`src/rtl/tour_cmd.sv`:
```
// Knight's-tour playback sequencer: walks the solver's move list and issues each
// L-move as a vertical then horizontal motion command, else passes UART commands through.
module tour_cmd #(
  parameter int NUM_MOVES = 24,
  parameter int IDX_W     = 5
) (
  input  logic             clk,
  input  logic             rst,
  input  logic             start_tour,
  input  logic [7:0]       move,
  output logic [IDX_W-1:0] mv_indx,
  input  logic [15:0]      cmd_UART,
  input  logic             cmd_rdy_UART,
  output logic             clr_cmd_rdy_UART,
  output logic [15:0]      cmd,
  output logic             cmd_rdy,
  input  logic             clr_cmd_rdy,
  input  logic             send_resp,
  output logic [7:0]       resp,
  output logic             tour_busy,
  output logic             tour_err
);

  typedef enum logic [2:0] {IDLE, FETCH, DECODE, VERT, WAIT_V, HORZ, WAIT_H} state_t;

  typedef struct packed {
    logic [3:0] op;
    logic [7:0] hdg;
    logic [3:0] sq;
  } cmd_t;

  localparam logic [IDX_W-1:0] LAST    = IDX_W'(NUM_MOVES - 1);
  localparam logic [3:0]       OP_MOVE = 4'b0010;
  localparam logic [3:0]       OP_FANF = 4'b0011;
  localparam logic [7:0]       HDG_N   = 8'h00;
  localparam logic [7:0]       HDG_W   = 8'h3F;
  localparam logic [7:0]       HDG_S   = 8'h7F;
  localparam logic [7:0]       HDG_E   = 8'hBF;
  localparam logic [7:0]       RESP_STEP = 8'h5A;
  localparam logic [7:0]       RESP_DONE = 8'hA5;

  state_t     state, nxt;
  logic       rdy_flag;
  cmd_t       tour_cmd, horz_cmd;
  cmd_t       vert_dec, horz_dec;
  logic       dx_neg, dy_neg;
  logic [1:0] dx_mag, dy_mag;
  logic       last_idx;

  assign last_idx = (mv_indx == LAST);

  // Sign/magnitude decode of the one-hot move; the lowest set bit wins.
  always_comb begin
    dx_neg = 1'b0; dx_mag = 2'd0;
    dy_neg = 1'b0; dy_mag = 2'd0;
    casez (move)
      8'b???????1: begin dx_neg = 1'b0; dx_mag = 2'd1; dy_neg = 1'b0; dy_mag = 2'd2; end
      8'b??????10: begin dx_neg = 1'b1; dx_mag = 2'd1; dy_neg = 1'b0; dy_mag = 2'd2; end
      8'b?????100: begin dx_neg = 1'b1; dx_mag = 2'd2; dy_neg = 1'b0; dy_mag = 2'd1; end
      8'b????1000: begin dx_neg = 1'b1; dx_mag = 2'd2; dy_neg = 1'b1; dy_mag = 2'd1; end
      8'b???10000: begin dx_neg = 1'b1; dx_mag = 2'd1; dy_neg = 1'b1; dy_mag = 2'd2; end
      8'b??100000: begin dx_neg = 1'b0; dx_mag = 2'd1; dy_neg = 1'b1; dy_mag = 2'd2; end
      8'b?1000000: begin dx_neg = 1'b0; dx_mag = 2'd2; dy_neg = 1'b1; dy_mag = 2'd1; end
      8'b10000000: begin dx_neg = 1'b0; dx_mag = 2'd2; dy_neg = 1'b0; dy_mag = 2'd1; end
      default: ;
    endcase
  end

  assign vert_dec = '{op: OP_MOVE, hdg: dy_neg ? HDG_S : HDG_N, sq: {2'b00, dy_mag}};
  assign horz_dec = '{op: OP_FANF, hdg: dx_neg ? HDG_W : HDG_E, sq: {2'b00, dx_mag}};

  always_ff @(posedge clk or posedge rst) begin
    if (rst) state <= IDLE;
    else     state <= nxt;
  end

  always_comb begin
    nxt = state;
    case (state)
      IDLE:    if (start_tour) nxt = FETCH;
      FETCH:   nxt = DECODE;
      DECODE:  nxt = (move == 8'h00) ? IDLE : VERT;
      VERT:    if (clr_cmd_rdy) nxt = WAIT_V;
      WAIT_V:  if (send_resp) nxt = HORZ;
      HORZ:    if (clr_cmd_rdy) nxt = WAIT_H;
      WAIT_H:  if (send_resp) nxt = last_idx ? IDLE : FETCH;
      default: nxt = IDLE;
    endcase
  end

  // Both halves of the move are captured at DECODE so the horizontal leg does not
  // depend on the solver still presenting the same move later.
  always_ff @(posedge clk or posedge rst) begin
    if (rst) begin
      mv_indx  <= '0;
      rdy_flag <= 1'b0;
      tour_cmd <= '0;
      horz_cmd <= '0;
      tour_err <= 1'b0;
    end else begin
      tour_err <= 1'b0;
      case (state)
        IDLE: if (start_tour) mv_indx <= '0;
        DECODE: begin
          if (move == 8'h00) begin
            tour_err <= 1'b1;
            mv_indx  <= '0;
          end else begin
            tour_cmd <= vert_dec;
            horz_cmd <= horz_dec;
            rdy_flag <= 1'b1;
          end
        end
        VERT, HORZ: if (clr_cmd_rdy) rdy_flag <= 1'b0;
        WAIT_V: if (send_resp) begin
          tour_cmd <= horz_cmd;
          rdy_flag <= 1'b1;
        end
        WAIT_H: if (send_resp) mv_indx <= last_idx ? '0 : mv_indx + 1'b1;
        default: ;
      endcase
    end
  end

  // While busy the UART consume strobe is held off so its pending command survives.
  always_comb begin
    tour_busy = (state != IDLE);
    if (tour_busy) begin
      cmd              = tour_cmd;
      cmd_rdy          = rdy_flag;
      clr_cmd_rdy_UART = 1'b0;
      resp             = (state == WAIT_H && last_idx) ? RESP_DONE : RESP_STEP;
    end else begin
      cmd              = cmd_UART;
      cmd_rdy          = cmd_rdy_UART;
      clr_cmd_rdy_UART = clr_cmd_rdy;
      resp             = RESP_DONE;
    end
  end

endmodule

```
`config.mk`:
```
export PLATFORM = sky130hd
export DESIGN_NAME = tour_cmd
export DESIGN_NICKNAME = d
export VERILOG_FILES = /design/src/rtl/tour_cmd.sv
export SDC_FILE = /design/constraint.sdc
export NUM_CORES = 1
export LEC_CHECK = 0
export CAP_MARGIN = 20
export CORE_ASPECT_RATIO = 1.75
export CORE_UTILIZATION = 38
export DETAILED_ROUTE_END_ITERATION = 6
export GPL_TIMING_DRIVEN = 0
export PLACE_DENSITY = 0.78
export SETUP_SLACK_MARGIN = 0.2
export SLEW_MARGIN = 25
export SYNTH_ARGS = -nofsm -noshare
export SYNTH_HDL_FRONTEND = slang
export SYNTH_SLANG_ARGS = --single-unit
```
`constraint.sdc`:
```
create_clock -name clk -period 1.82 [get_ports clk]
set_input_delay 0.182 -clock clk [delete_from_list [all_inputs] [get_ports clk]]
set_output_delay 0.182 -clock clk [all_outputs]
set_load 0.02 [all_outputs]
```
---- Word level (Yosys, flattened, before mapping) ----
Cells that the tools add are included.
storage, ports and cells
  logic and storage cells ................. 84
  register bits after elaboration ......... 37
  input port bits ......................... 30
operators by class
  equality and inequality tests ........... 22
  bitwise gates (word level) .............. 1
  reduce and logical (&&, ||, !) cells .... 17
  add/sub/neg operators ................... 1
  multiplexer cells ....................... 33
operators with widths
  operator               number
  $mux W16               3
  $pmux W16 S2           1
  $mux W8                3
  $pmux W3 S7            1
  $mux W5                4
  $ne A2 B2 Y1 const B   8
  $reduce_or A4 Y1       4
  $mux W3                5
  $pmux W5 S3            1
  $eq A3 B3 Y1 const B   4
  $eq A5 B5 Y1 const B   2
  $mux W1                10
  $reduce_bool A3 Y1     3
  $eq A8 B8 Y1 const B   1
  $logic_not A8 Y1       1
  $pmux W2 S2            2
  $reduce_and A4 Y1      2
  $eq A7 B7 Y1 const B   1
  $mux W7                1
  $eq A3 B2 Y1 const B   2
  $eq A6 B6 Y1 const B   1
  $add A5 B1 Y5 const B  1
  $reduce_and A5 Y1      1
  $eq A4 B4 Y1 const B   1
  11 further kinds       11

---- Logic depth before layout (Yosys ltp) ----
  depth after elaboration ................. 6
  gate-level depth with buffers ........... 7
  depth with buffers taken out ............ 5

---- Worst setup path after synthesis ----
Ideal clock, no wire load.
  path type ............................... register -> output
  from .................................... reg mv_indx[0]
  to ...................................... out resp[2]
  cell stages (with the launch flop) ...... 6
  required time ........................... 1.638 ns
  setup slack ............................. -0.343 ns
  arrival time ............................ 1.981 ns
  cells stage by stage .................... dfrtp_1 > ha_1 > and4b_1 > a21oi_1 > inv_1 > buf_4
on the way
  cells in the longest elaborated chain, start to end .. 4
RTL lines
  element                 RTL line  RTL
  from (decl)             11        output logic [IDX_W-1:0] mv_indx,
  from (signal assigned)  119       WAIT_H: if (send_resp) mv_indx <= last_idx ? '0 : mv_indx + 1'b1;
  $eq A5 B5 Y1            50        assign last_idx = (mv_indx == LAST);
  $logic_and A1 B1 Y1     132       resp = (state == WAIT_H && last_idx) ? RESP_DONE : RESP_STEP;
  $mux W8                 132
  $mux W8                 128       if (tour_busy) begin
  to (decl)               19        output logic [7:0] resp,
Every way passes these cells.

---- Worst setup path in the final report ----
  from .................................... reg state[0]
  to ...................................... out cmd[5]
on the way
  cells in the longest elaborated chain, start to end .. 2
RTL lines
  element                 RTL line  RTL
  from (decl)             42        state_t state, nxt;
  from (signal assigned)  74        else state <= nxt;
  $reduce_bool A3 Y1      127       tour_busy = (state != IDLE);
  $mux W16                128
  to (decl)               15        output logic [15:0] cmd,
Every way passes these cells.

==> summary.md <==
| Metric | Value |
|---|---|
| WL final | `4130 um` |
| Unrepaired setup endpoints after global routing | `true` |
| Wire per inst | `14.3 um` |
| Post-Syn Area | `0.00146 mm^2` |
| Share of the synthesized area in the top cell type | `35.9%` |
| Area occupied by multi-input gates | `958 um^2` |
| Yosys cell types | `51` |
| Final nets | `275` |
| Hold path depth | `3` |
| Finished Layout Cells | `289` |
| Peak VDD IR | `0.00102 V` |
| Vert. Die Dim | `84.1 um` |
| Setup ws final | `-0.0757 ns` |
| Crit path DAT | `1.71 ns` |
| Antenna violation net count after detailed routing | `0` |
| Ys async rst share | `100%` |
| Final Critical Period | `1.90 ns` |
| Clock Tree Buf Depth | `2` |
| CP Class | `reg2out` |
| Layout cell share with drive strength beyond 1 | `49.4%` |
| # rows | `29` |
| Setup TNS | `-0.625 ns` |
| Total core area | `0.00366 mm^2` |
| DRC Markers | `0` |
| GRT overflow | `0` |
| Wire length of the first global-routing pass | `6420 um` |
| Yosys reg bits | `21` |
| Worst Hold Class | `in2reg` |
| Inst Count DP | `254` |
| TritonCTS Sinks | `21` |
| Post-Synthesis Cells | `146` |
| Synthesized Nets | `177` |
| CTS tree | `done` |
| Sequential cell area | `529 um^2` |
| Most frequent cells in the layout | `36 x buf_6, 29 x buf_4, 27 x clkdlybuf4s50_1, 18 x dfrtp_1, 9 x a21o_1` |
| Placer Congestion | `0.795` |
| Largest cells by area after synthesis | `dfrtp_1 36%, mux2_2 6.2%, a21o_1 4.6%` |
| Worst Tran Pin Value | `0.790 ns` |
| Sequential share of the synthesized area | `35.9%` |
| Final Skew | `0.00770 ns` |
| Final period util | `104%` |
| Post-synth EDFFs | `0` |
| Final Hold Vio Count | `0` |
| Cts bufs inserted | `3` |
| Hold slack | `0.318 ns` |
| Most common cell after layout, fill and taps aside | `buf_6` |
| Largest net degree at the start of global routing | `22` |
| GRT Overall Usage | `19.5%` |
| Die area | `0.00411 mm^2` |
| DPL Wire Length | `2660 um` |
| Outcome | `finished with violations` |
| Final setup viols | `13` |
| Die Width | `48.9 um` |
| # fillers | `284` |
| Reg clk slew, reported paths | `0.09 ns` |
| F_max | `0.528 GHz` |
| MaxCap Viol Count | `0` |
| Top FF cell, synth | `dfrtp_1` |
| CTS H-tree depth | `1` |
| Area leader, netlist | `dfrtp_1` |
| CP Launch Type | `flip-flop` |
| Crit end category | `output port` |
| Root Driver | `clkbuf_8` |
| DR iter-0 viols | `30` |
| Slew Limit Headroom | `47.3%` |
| DR vias/cell | `5.16` |
| Area grow syn2layout | `81.3%` |
| Fin util | `72.3%` |
| Initial core utilization | `39.9%` |
| 1st-pass router iterations | `4` |
| R2R cell count | `4` |
| Syn Area/Cell | `10.0 um^2` |
| Critical path peak fanout | `6` |
| LEAKAGE | `1.24 nW` |
| Pwr Density | `1700 mW/mm^2` |
| Clk_lat worst skew | `0.26 ns` |
| Yosys warns | `0` |
| Failing checks | `negative setup slack` |
| Vias in the first global route | `1,425` |
| DR vias | `1,492` |
| Critical Path RT | `1.64 ns` |
| IO Port Bufs | `62` |
| N_diodes | `0` |
| Max-slew violation count | `0` |
| Initial antenna violation count | `0` |
| Boundary Pins | `63` |
cell families after synthesis:
group           count (synthesis)  synth area share (%)
fa+ha+maj                       1                 0.855
mux                            13                  10.9
simple gates                   55                  24.0
xor+xnor                        1                 0.599
buf+inv                        18                  6.42
compound gates                 37                  21.2
flops                          21                  35.9
per-layer routing:
layer	wire, um	track usage [%]
met5	0	0
met4	30	4.81
met3	218	3.10
met2	2300	38.0
met1	1580	21.0
per-stage QoR:
step,setup WS (ns),cell area (um^2),power [mW]
floorplan,0.124,1490,2.35
CTS,-0.120,2540,4.25
finish,-0.0757,2650,4.51
global route,-0.163,2650,4.75
detailed placement,-0.506,2170,3.26
global placement,-0.466,2170,3.22
critical path, cell delays in order, from the launching register on:
cell and delay (ns):
dfrtp_1 0.38, buf_6 0.13, nor3_4 0.22, buf_6 0.14, inv_6 0.03, and2_4 0.12, buf_6 0.12, a21o_1 0.17
buf_6 0.13
Yosys cell counts (2+ instances only):
master     instances
and2_1             5
buf_1              2
nor2b_1            5
a32o_1             3
o21ai_0            4
nor2_1             8
nor3b_1            2
dfrtp_1           21
nand2b_1           5
clkbuf_1           2
or4_4              2
mux2_4             4
a31oi_4            2
mux2_2             8
o31ai_1            2
nor3_1             5
nand2_1            8
a21o_1             9
inv_1              4
a21oi_1            3
nand3b_1           2
buf_2              3
buf_4              6
and3_1             2
o2bb2ai_1          2
nor4_1             2
repair_timing:
| action | 4_1_cts | 5_1_grt |
|---|---|---|
| pin swaps | 14 | 9 |
| cloned | 1 | 0 |
| gates resized for setup | 200 | 18 |
| hold buffers | 0 | 0 |
| setup endpoints to repair | 44 | 42 |
| buffers inserted | 23 | 7 |
state kept, by name, indices dropped and copies added (netlist names):
signal    cells
tour_cmd      7
tour_err      1
horz_cmd      4
rdy_flag      1
mv_indx       5
state         3
final cells by class:
class                           instances  area share (%)
Multi-Input combinational cell        107            36.1
Sequential cell                        21            20.0
Buffer                                 13            5.05
Clock buffer                            3            1.56
Tap cell                               46            2.17
Clock inverter                          1           0.283
Inverter                                5           0.991
Timing Repair Buffer                   93            33.8
power by group:
part | switching (mW) | leakage (nW) | internal [mW]
sequential | 0.0876 | 0.258 | 0.606
clock | 0.168 | 0.0217 | 0.155
combinational | 1.56 | 0.956 | 1.94
total | 1.81 | 1.24 | 2.70
path summary, 6_finish.rpt:
check / from / end / slack, ns
min reg2reg: horz_cmd[1]$_DFFE_PP0P_ / horz_cmd[1]$_DFFE_PP0P_ / 0.48
max in group asynchronous: rst / mv_indx[1]$_DFFE_PP0P_ / 0.92
max reg2reg: state[1]$_DFFE_PP0P_ / tour_cmd[1]$_DFFE_PP0P_ / -0.03
min in group asynchronous: rst / horz_cmd[11]$_DFFE_PP0P_ / 0.36
max: state[0]$_DFFE_PP0P_ / cmd[5] / -0.08
min: move[0] / horz_cmd[11]$_DFFE_PP0P_ / 0.32
(Power assumes the default switching activity.)
